<file path="src/rtl/clockgen_prog.sv">
// Programmable two-phase clock generator for the emulated i4004 system.
// Run/stop/single-step control with boundary-synchronised timing updates.
module clockgen_prog #(
    parameter int SYSCLK_TCY   = 20,
    parameter int EXT_CLK_PROP = 0,
    parameter int CW           = 8,
    parameter int RUN_AT_RESET = 1
) (
    input  logic          sysclk,
    input  logic          sysreset,
    input  logic          run,
    input  logic          step,
    input  logic          cfg_we,
    input  logic [CW-1:0] cfg_tpw,
    input  logic [CW-1:0] cfg_td1,
    input  logic [CW-1:0] cfg_td2,
    output logic          cfg_err,
    output logic          cfg_pending,
    output logic          clk1,
    output logic          clk2,
    output logic          clk1_ext,
    output logic          clk2_ext,
    output logic          cycle_start,
    output logic          running
);

    localparam int PW = CW + 2;
    localparam logic [CW-1:0] DEF_TPW = CW'(400 / SYSCLK_TCY);
    localparam logic [CW-1:0] DEF_TD1 = CW'(400 / SYSCLK_TCY);
    localparam logic [CW-1:0] DEF_TD2 = CW'(200 / SYSCLK_TCY);
    localparam logic [CW:0]   EXT_W   = (CW+1)'(EXT_CLK_PROP);
    localparam logic [PW:0]   EXT_C   = (PW+1)'(EXT_CLK_PROP);

    typedef enum logic [1:0] {
        ST_STOPPED,
        ST_RUN,
        ST_STEP
    } state_e;

    state_e state_q, state_d;

    logic [PW-1:0] cnt_q, cnt_d;
    logic [CW-1:0] tpw_q, td1_q, td2_q;
    logic [CW-1:0] sh_tpw_q, sh_td1_q, sh_td2_q;
    logic          pend_q, err_q;
    logic          clk1_q, clk2_q, clk1e_q, clk2e_q, cs_q;

    logic [PW-1:0] tpw_w, td1_w, td2_w;
    logic [PW-1:0] per_w, e2_w, e3_w;
    logic [PW:0]   cnt_e;
    logic          active, wrap, boundary;
    logic          cfg_ok, we_ok;
    logic          in_w1, in_w2, ext_w1, ext_w2;

    assign tpw_w = {2'b00, tpw_q};
    assign td1_w = {2'b00, td1_q};
    assign td2_w = {2'b00, td2_q};
    assign per_w = td2_w + tpw_w + td1_w + tpw_w;
    assign e2_w  = td2_w + tpw_w;
    assign e3_w  = e2_w + td1_w;

    assign active   = (state_q != ST_STOPPED);
    assign wrap     = active && (cnt_q == per_w - PW'(1));
    assign boundary = wrap || !active;

    assign cfg_ok = (cfg_tpw != '0) && (cfg_td1 != '0) && (cfg_td2 != '0)
                 && ({1'b0, cfg_td2} >= EXT_W);
    assign we_ok  = cfg_we && cfg_ok;

    assign in_w1 = (cnt_q >= td2_w) && (cnt_q < e2_w);
    assign in_w2 = (cnt_q >= e3_w) && (cnt_q < per_w);

    // Ext decode looks ahead; TD2 >= EXT_CLK_PROP keeps it from wrapping.
    assign cnt_e  = {1'b0, cnt_q} + EXT_C;
    assign ext_w1 = (cnt_e >= {1'b0, td2_w}) && (cnt_e < {1'b0, e2_w});
    assign ext_w2 = (cnt_e >= {1'b0, e3_w}) && (cnt_e < {1'b0, per_w});

    always_comb begin
        state_d = state_q;
        unique case (state_q)
            ST_STOPPED: begin
                if (run) begin
                    state_d = ST_RUN;
                end else if (step) begin
                    state_d = ST_STEP;
                end
            end
            ST_RUN, ST_STEP: begin
                if (wrap) begin
                    state_d = run ? ST_RUN : ST_STOPPED;
                end
            end
            default: state_d = ST_STOPPED;
        endcase
    end

    always_comb begin
        cnt_d = '0;
        if (active && !wrap) begin
            cnt_d = cnt_q + PW'(1);
        end
    end

    always_ff @(posedge sysclk) begin
        if (sysreset) begin
            state_q <= (RUN_AT_RESET != 0) ? ST_RUN : ST_STOPPED;
        end else begin
            state_q <= state_d;
        end
    end

    always_ff @(posedge sysclk) begin
        if (sysreset) begin
            cnt_q    <= '0;
            tpw_q    <= DEF_TPW;
            td1_q    <= DEF_TD1;
            td2_q    <= DEF_TD2;
            sh_tpw_q <= DEF_TPW;
            sh_td1_q <= DEF_TD1;
            sh_td2_q <= DEF_TD2;
            pend_q   <= 1'b0;
            err_q    <= 1'b0;
            clk1_q   <= 1'b0;
            clk2_q   <= 1'b0;
            clk1e_q  <= 1'b0;
            clk2e_q  <= 1'b0;
            cs_q     <= 1'b0;
        end else begin
            cnt_q   <= cnt_d;
            err_q   <= cfg_we && !cfg_ok;
            clk1_q  <= active && in_w1;
            clk2_q  <= active && in_w2;
            clk1e_q <= active && ext_w1;
            clk2e_q <= active && ext_w2;
            cs_q    <= active && (cnt_q == '0);
            // A write on a boundary edge waits in shadow for the next one.
            if (boundary) begin
                tpw_q  <= sh_tpw_q;
                td1_q  <= sh_td1_q;
                td2_q  <= sh_td2_q;
                pend_q <= we_ok;
            end else if (we_ok) begin
                pend_q <= 1'b1;
            end
            if (we_ok) begin
                sh_tpw_q <= cfg_tpw;
                sh_td1_q <= cfg_td1;
                sh_td2_q <= cfg_td2;
            end
        end
    end

    assign cfg_err     = err_q;
    assign cfg_pending = pend_q;
    assign clk1        = clk1_q;
    assign clk2        = clk2_q;
    assign clk1_ext    = clk1e_q;
    assign clk2_ext    = clk2e_q;
    assign cycle_start = cs_q;
    assign running     = active;

endmodule

</file>
<file path="config.mk">
export PLATFORM = sky130hd
export DESIGN_NAME = clockgen_prog
export DESIGN_NICKNAME = d
export VERILOG_FILES = /design/src/rtl/clockgen_prog.sv
export SDC_FILE = /design/constraint.sdc
export NUM_CORES = 1
export LEC_CHECK = 0
export CAP_MARGIN = 5
export CORE_MARGIN = 4
export CORE_UTILIZATION = 55
export CTS_CLUSTER_DIAMETER = 50
export DETAILED_ROUTE_END_ITERATION = 10
export GPL_TIMING_DRIVEN = 0
export MAX_ROUTING_LAYER = met4
export PLACE_DENSITY = 0.87
export SYNTH_ARGS = -nofsm -noshare
export SYNTH_HDL_FRONTEND = slang
export SYNTH_SLANG_ARGS = --single-unit
export TNS_END_PERCENT = 1
</file>
<file path="constraint.sdc">
create_clock -name sysclk -period 10.65 [get_ports sysclk]
set_input_delay 1.5975 -clock sysclk [delete_from_list [all_inputs] [get_ports sysclk]]
set_output_delay 1.5975 -clock sysclk [all_outputs]
set_load 0.05 [all_outputs]
</file>
==> results.sh, run 1 <==
export IMPL_ant_nets=0
export IMPL_maxSlewViolCount=0
export IMPL_vias=4077
export IMPL_setup_viol=0
export IMPL_syn_inst=547
export IMPL_drt_initial_drc_count=113
export IMPL_status="finished clean"
export IMPL_drt_pre_antenna_iters=4
export IMPL_crit_path_max_fanout=10
export IMPL_diodes=0
export IMPL_worstSkewPairLatency_ns=0.35
export IMPL_worst_slew_pin_slew_ns=0.705
export IMPL_clock_sinks=65
export IMPL_timing_setup_tns_ns=0
export IMPL_endpoint_kind="flop"
export IMPL_ff_latch_area_um2=1300
export IMPL_cts_buffer_depth=2
export IMPL_cts_root_buf="clkbuf_8"
export IMPL_clock_power_share_pct=20.0
export IMPL_multi_input_area_um2=3330
export IMPL_fmaxAchievable_mhz=184
export IMPL_die_x_um=103
export IMPL_ys_seq_area_share_pct=26.4
export IMPL_dp_hpwl_um=9140
export IMPL_grt_max_degree=13
export IMPL_overflow=0
export IMPL_final_nets=689
export IMPL_syn_nets=643
export IMPL_avgRoutedWirePerCell_um=16.1
export IMPL_grt_setup_unrepaired="no"
export IMPL_instances_no_fill=706
export IMPL_num_rows=34
export IMPL_cts_buffers=9
export IMPL_period_share_pct=50.9
export IMPL_hold_path_class="flop to flop"
export IMPL_crit_required_ns=10.87
export IMPL_antenna_found_initial=0
export IMPL_grt_pass1_vias=4166
export IMPL_comb_power_share_pct=53.6
export IMPL_synthTopCellsByArea="dfxtp_1 26%, ha_1 16%, mux2i_1 8.9%"
export IMPL_core_um2=8720
export IMPL_fin_worst_skew_ns=0.00686
export IMPL_postSynth_asyncResetShare_pct=0
export IMPL_port_buffers=35
export IMPL_gp_congestion=0.848
export IMPL_top_level_ports=37
export IMPL_setup_ws_ns=5.22
export IMPL_wl_um=11400
export IMPL_grtUsageTotal_pct=23.2
export IMPL_swShare_pct=41.2
export IMPL_ctsHoldBuffers=0
export IMPL_num_fill_cells=694
export IMPL_cp_start_kind="flop"
export IMPL_place_ws_ns=5.41
export IMPL_fp_dieArea_um2=10500
export IMPL_p_seq_share_pct=26.5
export IMPL_synth_edff_count=0
export IMPL_period_minus_slack_ns=5.43
export IMPL_power_switching_w=0.000441
export IMPL_clk_pin_slew_ns=0.08
export IMPL_finalHoldViolations=0
export IMPL_synth_seq_cells=65
export IMPL_slew_headroom_pct=53.0
export IMPL_die_height_um=103
export IMPL_viasPerCell=5.77
export IMPL_p_int_w=0.000629
export IMPL_htreeDepth=3
export IMPL_drc=0
export IMPL_dp_cells=690
export IMPL_leakagePower_nw=2.72
export IMPL_cts_tree="built"
export IMPL_synth_cell_area_um2=4930
export IMPL_start_util_pct=56.5
export IMPL_area_delta_synth_final_pct=13.8
export IMPL_cts_resized=0
export IMPL_post_cts_setup_buffer_count=0
export IMPL_synth_distinct_cells=63
export IMPL_yosysWarnings=0
export IMPL_grt_pass1_wl_um=18800
export IMPL_synthFlopType="dfxtp_1"
export IMPL_worstSetupPathType="flop to flop"
export IMPL_vdd_drop_max_v=0.000116
export IMPL_cap_viol_max_count=0
export IMPL_avgSynthCellArea_um2=9.01
export IMPL_pwr_density_cell_nw_per_um2=191
export IMPL_cp_arrival_ns=5.64
export IMPL_yosysTopAreaCellShare_pct=26.4
export IMPL_synth_top_area_cell="dfxtp_1"
export IMPL_drive_gt1_share_pct=6.19
-- logic make-up (layout without fill, tap and decap cells) --
group | after synthesis | count (layout) | share of synthesized area [%]
muxes | 44 | 44 | 8.94
DFF | 65 | 65 | 26.4
buffers and inverters | 66 | 117 | 6.05
and+or+nand+nor | 171 | 171 | 18.3
AOI/OAI and AO/OA | 95 | 95 | 14.9
xor gates and xnor gates | 39 | 39 | 7.92
adders and majority gates | 67 | 67 | 17.5
-- final timing paths --
| kind | from | endpoint | slack, ns | cells after the start |
|---|---|---|---|---|
| hold / removal | sh_td2_q[5]$_SDFFE_PP0P_ | td2_q[5]$_SDFFE_PP0P_ | 0.47 | 2 |
| setup / recovery | tpw_q[0]$_SDFFE_PP0P_ | cfg_pending$_SDFFE_PP0P_ | 5.22 | 23 |
| setup reg to reg | tpw_q[0]$_SDFFE_PP0P_ | cfg_pending$_SDFFE_PP0P_ | 5.22 | 23 |
| hold reg to reg | sh_td2_q[5]$_SDFFE_PP0P_ | td2_q[5]$_SDFFE_PP0P_ | 0.47 | 2 |
-- cell usage after synthesis (2+ instances only) --
master	count
buf_12	2
xor2_1	10
xor3_1	2
nand3b_1	2
a21oi_2	2
a21o_1	23
nor4_1	17
nor3b_1	2
mux2i_1	44
a22o_1	2
clkbuf_1	14
fa_1	3
nand4_1	4
nor2_1	51
and3_1	8
a21oi_1	16
or3_1	3
buf_4	2
nand2b_1	41
xnor2_1	26
nor3_1	7
a2111oi_0	2
a211oi_1	3
o21bai_1	2
o31a_1	2
o21ai_0	8
dfxtp_1	65
o22a_1	2
a211o_1	7
inv_1	43
buf_1	2
buf_2	2
o21a_1	6
nor2b_1	8
a221oi_2	2
nand2_1	15
nand3_1	5
ha_1	64
or2_2	4
-- placed cells by master, fill, tap and decap left out, types with 3 or more instances in the layout --
cell              n
or3_1             3
fa_1              3
and3_1            8
or2_2             4
a21o_1           23
clkdlybuf4s50_1  35
o21ai_0           8
clkbuf_1         15
nor4_1           17
ha_1             64
a211oi_1          3
a21oi_1          16
nand2b_1         41
nor2_1           51
inv_1            43
nand2_1          15
xnor2_1          26
nor2b_1           8
clkbuf_8          9
nand3_1           5
nand4_1           4
dfxtp_1          65
a211o_1           7
nor3_1            7
o21a_1            6
mux2i_1          44
xor2_1           10
-- worst max-delay path: stages (launching register included) --
cell and delay (ns):
dfxtp_1 0.39, ha_1 0.20, inv_1 0.06, fa_1 0.39
nor2b_1 0.23, o21ai_0 0.12, nand2b_1 0.10, xor2_1 0.20
ha_1 0.32, nor2b_1 0.17, o31a_1 0.14, nor2_1 0.16
xnor2_1 0.10, ha_1 0.38, o2111ai_1 0.16, a31o_2 0.31
a21oi_2 0.18, xnor2_1 0.21, xor3_1 0.36, or3_1 0.35
o31a_1 0.31, buf_6 0.17, buf_12 0.16, o2bb2ai_1 0.12
-- registers in the layout, summed over array words and instances, names as in the netlist --
register	flops
cfg_pending	1
clk2_ext	1
cnt_q	10
tpw_q	8
sh_td2_q	8
state_q	2
sh_tpw_q	8
cfg_err	1
sh_td1_q	8
td2_q	8
cycle_start	1
td1_q	8
clk1_ext	1
-- per-layer routing --
layer | track usage [%] | wire (um) | vias to the layer above
met4 | 7.77 | 294 | 0
li1 | - | - | 2019
met5 | - | 0 | -
met3 | 4.74 | 457 | 25
met1 | 25.2 | 4790 | 1948
met2 | 42.0 | 5850 | 85
-- stage by stage --
stage / hold slack [ns] / cell area, um^2 / power (W) / utilization [%]
after floorplan: 0.436 / 4930 / 0.000734 / -
after global placement: 0.451 / 5410 / 0.000818 / 62.1
after detailed placement: 0.451 / 5410 / 0.000851 / 62.1
after CTS: 0.470 / 5610 / 0.00107 / 64.3
after global routing: 0.496 / 5610 / 0.00115 / 64.3
final: 0.469 / 5610 / 0.00107 / 64.3
-- area by class of cell --
cell class | count | share of cell area, %
Multi-Input combinational cell | 416 | 59.3
Clock buffer | 10 | 2.28
Clock inverter | 6 | 1.21
Buffer | 23 | 2.43
Timing Repair Buffer | 35 | 6.25
Inverter | 43 | 2.88
Sequential cell | 65 | 23.2
Tap cell | 108 | 2.41
-- power by group through the flow --
| stage | combinational (W) | clock (W) | sequential [W] |
|---|---|---|---|
| finish | 0.000573 | 0.000214 | 0.000283 |
| global route | 0.000634 | 0.000228 | 0.000286 |
| CTS | 0.000569 | 0.000215 | 0.000283 |
| detailed placement | 0.000562 | 0 | 0.000289 |
| global placement | 0.000530 | 0 | 0.000287 |
| floorplan | 0.000444 | 0 | 0.000290 |
Note: power is estimated with default switching activity, not from simulation.
==> run 2: changes to the inputs <==
==> constraint.sdc (replaced) <==
create_clock -name sysclk -period 5.4 [get_ports sysclk]
set_input_delay 0.81 -clock sysclk [delete_from_list [all_inputs] [get_ports sysclk]]
set_output_delay 0.81 -clock sysclk [all_outputs]
set_load 0.05 [all_outputs]
==> results.sh, run 2 (synthesis gave the netlist of run 1 again) <==
export IMPL_status="finished clean"
export IMPL_grt_max_degree=13
export IMPL_cts_root_buf="clkbuf_8"
export IMPL_place_ws_ns=0.156
export IMPL_p_seq_share_pct=25.2
export IMPL_overflow=0
export IMPL_worst_slew_pin_slew_ns=0.702
export IMPL_slew_headroom_pct=53.2
export IMPL_cpPeakStageDelay_ns=0.41
export IMPL_port_buffers=35
export IMPL_drc=0
export IMPL_pwr_density_cell_nw_per_um2=388
export IMPL_num_rows=34
export IMPL_period_share_pct=97.2
export IMPL_wl_um=11600
export IMPL_vdd_drop_max_v=0.000224
export IMPL_power_w=0.00222
export IMPL_cts_buffer_depth=2
export IMPL_period_minus_slack_ns=5.25
export IMPL_clock_sinks=65
export IMPL_htreeDepth=3
export IMPL_drt_initial_drc_count=142
export IMPL_dp_cells=690
export IMPL_viasPerCell=5.84
export IMPL_grtUsageTotal_pct=23.2
export IMPL_cap_viol_max_count=0
export IMPL_die_height_um=103
export IMPL_layout_commonest_cell="ha_1"
export IMPL_drive_gt1_share_pct=9.77
export IMPL_leakagePower_nw=2.77
export IMPL_fin_area_um2=5730
export IMPL_place_area_um2=5410
export IMPL_comb_power_share_pct=55.9
export IMPL_fmaxAchievable_mhz=190
export IMPL_dp_hpwl_um=9140
export IMPL_clk_pin_slew_ns=0.08
export IMPL_top_level_ports=37
export IMPL_cts_tree="built"
export IMPL_crit_path_cell_trace="ha_1 > inv_1 > fa_1 > nor2b_2 > o21ai_0 > nand2b_1 > xor2_2 > ha_1 > nor2b_2 > o31a_1 > nor2_2 > xnor2_1 > ha_1 > o2111ai_1 > a31o_2 > a21oi_4 > xnor2_2 > xor3_1 > or3_1 > o31a_1 > buf_6 > buf_12 > o2bb2ai_1"
export IMPL_setup_ws_ns=0.150
export IMPL_maxSlewViolCount=0
export IMPL_worstSetupPathType="flop to flop"
export IMPL_crit_path_max_fanout=10
export IMPL_timing_setup_tns_ns=0
export IMPL_cp_start_kind="flop"
export IMPL_power_switching_w=0.000919
export IMPL_grt_pass1_wl_um=18800
export IMPL_gp_congestion=0.848
export IMPL_layout_common_cells="64 x ha_1, 62 x dfxtp_1, 47 x nor2_1"
export IMPL_vias=4159
export IMPL_antenna_found_initial=0
export IMPL_crit_required_ns=5.61
export IMPL_swShare_pct=41.3
export IMPL_setup_viol=0
export IMPL_cp_common_cell="ha_1"
export IMPL_drt_pre_antenna_iters=4
export IMPL_avgRoutedWirePerCell_um=16.3
export IMPL_fp_dieArea_um2=10500
export IMPL_core_um2=8720
export IMPL_cts_buffers=9
export IMPL_grt_pass1_vias=4166
export IMPL_start_util_pct=56.5
export IMPL_largest_reg_flops=10
export IMPL_die_x_um=103
export IMPL_fin_worst_skew_ns=0.00631
export IMPL_slowest_stage="fa_1"
export IMPL_hold_path_class="flop to flop"
export IMPL_diodes=0
export IMPL_cp_arrival_ns=5.46
export IMPL_worstSkewPairLatency_ns=0.35
export IMPL_instances_no_fill=712
export IMPL_area_delta_synth_final_pct=16.3
export IMPL_ant_nets=0
export IMPL_endpoint_kind="flop"
export IMPL_finalHoldViolations=0
export IMPL_final_nets=695
export IMPL_p_int_w=0.00130
export IMPL_clock_power_share_pct=18.9
export IMPL_regMostFlops="cnt_q"
-- run 2: cell types whose count changed in the layout (fill, tap and decap cells not counted), sizes merged --
cell / before / now
buf: 9 / 15
-- run 2: path summary, 6_finish.rpt --
path | depth (start not counted) | start | to | slack, ns
hold / removal | 2 | sh_td2_q[5]$_SDFFE_PP0P_ | td2_q[5]$_SDFFE_PP0P_ | 0.47
setup reg to reg | 23 | tpw_q[0]$_SDFFE_PP0P_ | cfg_pending$_SDFFE_PP0P_ | 0.15
setup / recovery | 23 | tpw_q[0]$_SDFFE_PP0P_ | cfg_pending$_SDFFE_PP0P_ | 0.15
hold reg to reg | 2 | sh_td2_q[5]$_SDFFE_PP0P_ | td2_q[5]$_SDFFE_PP0P_ | 0.47
-- run 2: cell type report --
type	count	area (um^2)
sequential	65	1310
clock inverter	6	67.6
fill	686	2990
buffer	23	136
tap	108	135
multi-input combinational	416	3400
inverter	43	161
clock buffer	10	128
timing repair buffer	41	395
-- run 2: power groups by stage --
stage / clock, W / sequential, W / combinational (W)
final: 0.000420 / 0.000560 / 0.00124
after global routing: 0.000450 / 0.000565 / 0.00137
after CTS: 0.000425 / 0.000559 / 0.00112
after detailed placement: 0 / 0.000570 / 0.00111
after global placement: 0 / 0.000567 / 0.00105
after floorplan: 0 / 0.000572 / 0.000876
-- run 2: what timing repair did --
| action | in CTS | in global routing |
|---|---|---|
| hold buffers | 0 | 0 |
| resized for setup | 0 | 19 |
| setup buffers | 0 | 6 |
| endpoints found under the setup margin | 0 | 36 |
-- run 2: metrics by stage --
step	utilization (%)	hold slack, ns
after floorplan	-	0.436
after global placement	62.1	0.451
after detailed placement	62.1	0.451
after CTS	64.3	0.470
after global routing	65.7	0.496
final	65.7	0.467
-- run 2: layer usage --
layer | GRT usage [%] | up-vias | share of wire [%]
li1 | - | 2036 | -
met1 | 25.2 | 1997 | 42
met2 | 42.0 | 99 | 52
met3 | 4.74 | 27 | 3.8
met4 | 7.77 | 0 | 2.6
met5 | - | - | 0
-- run 2: critical path, delay by kind of cell, from the launching register on --
| family | cells | cell delay, ns |
|---|---|---|
| compound gates | 7 | 1.42 |
| fa+ha+maj | 4 | 1.34 |
| simple gates | 5 | 0.86 |
| xor+xnor | 4 | 0.73 |
| buf+inv | 3 | 0.39 |
| flops | 1 | 0.36 |
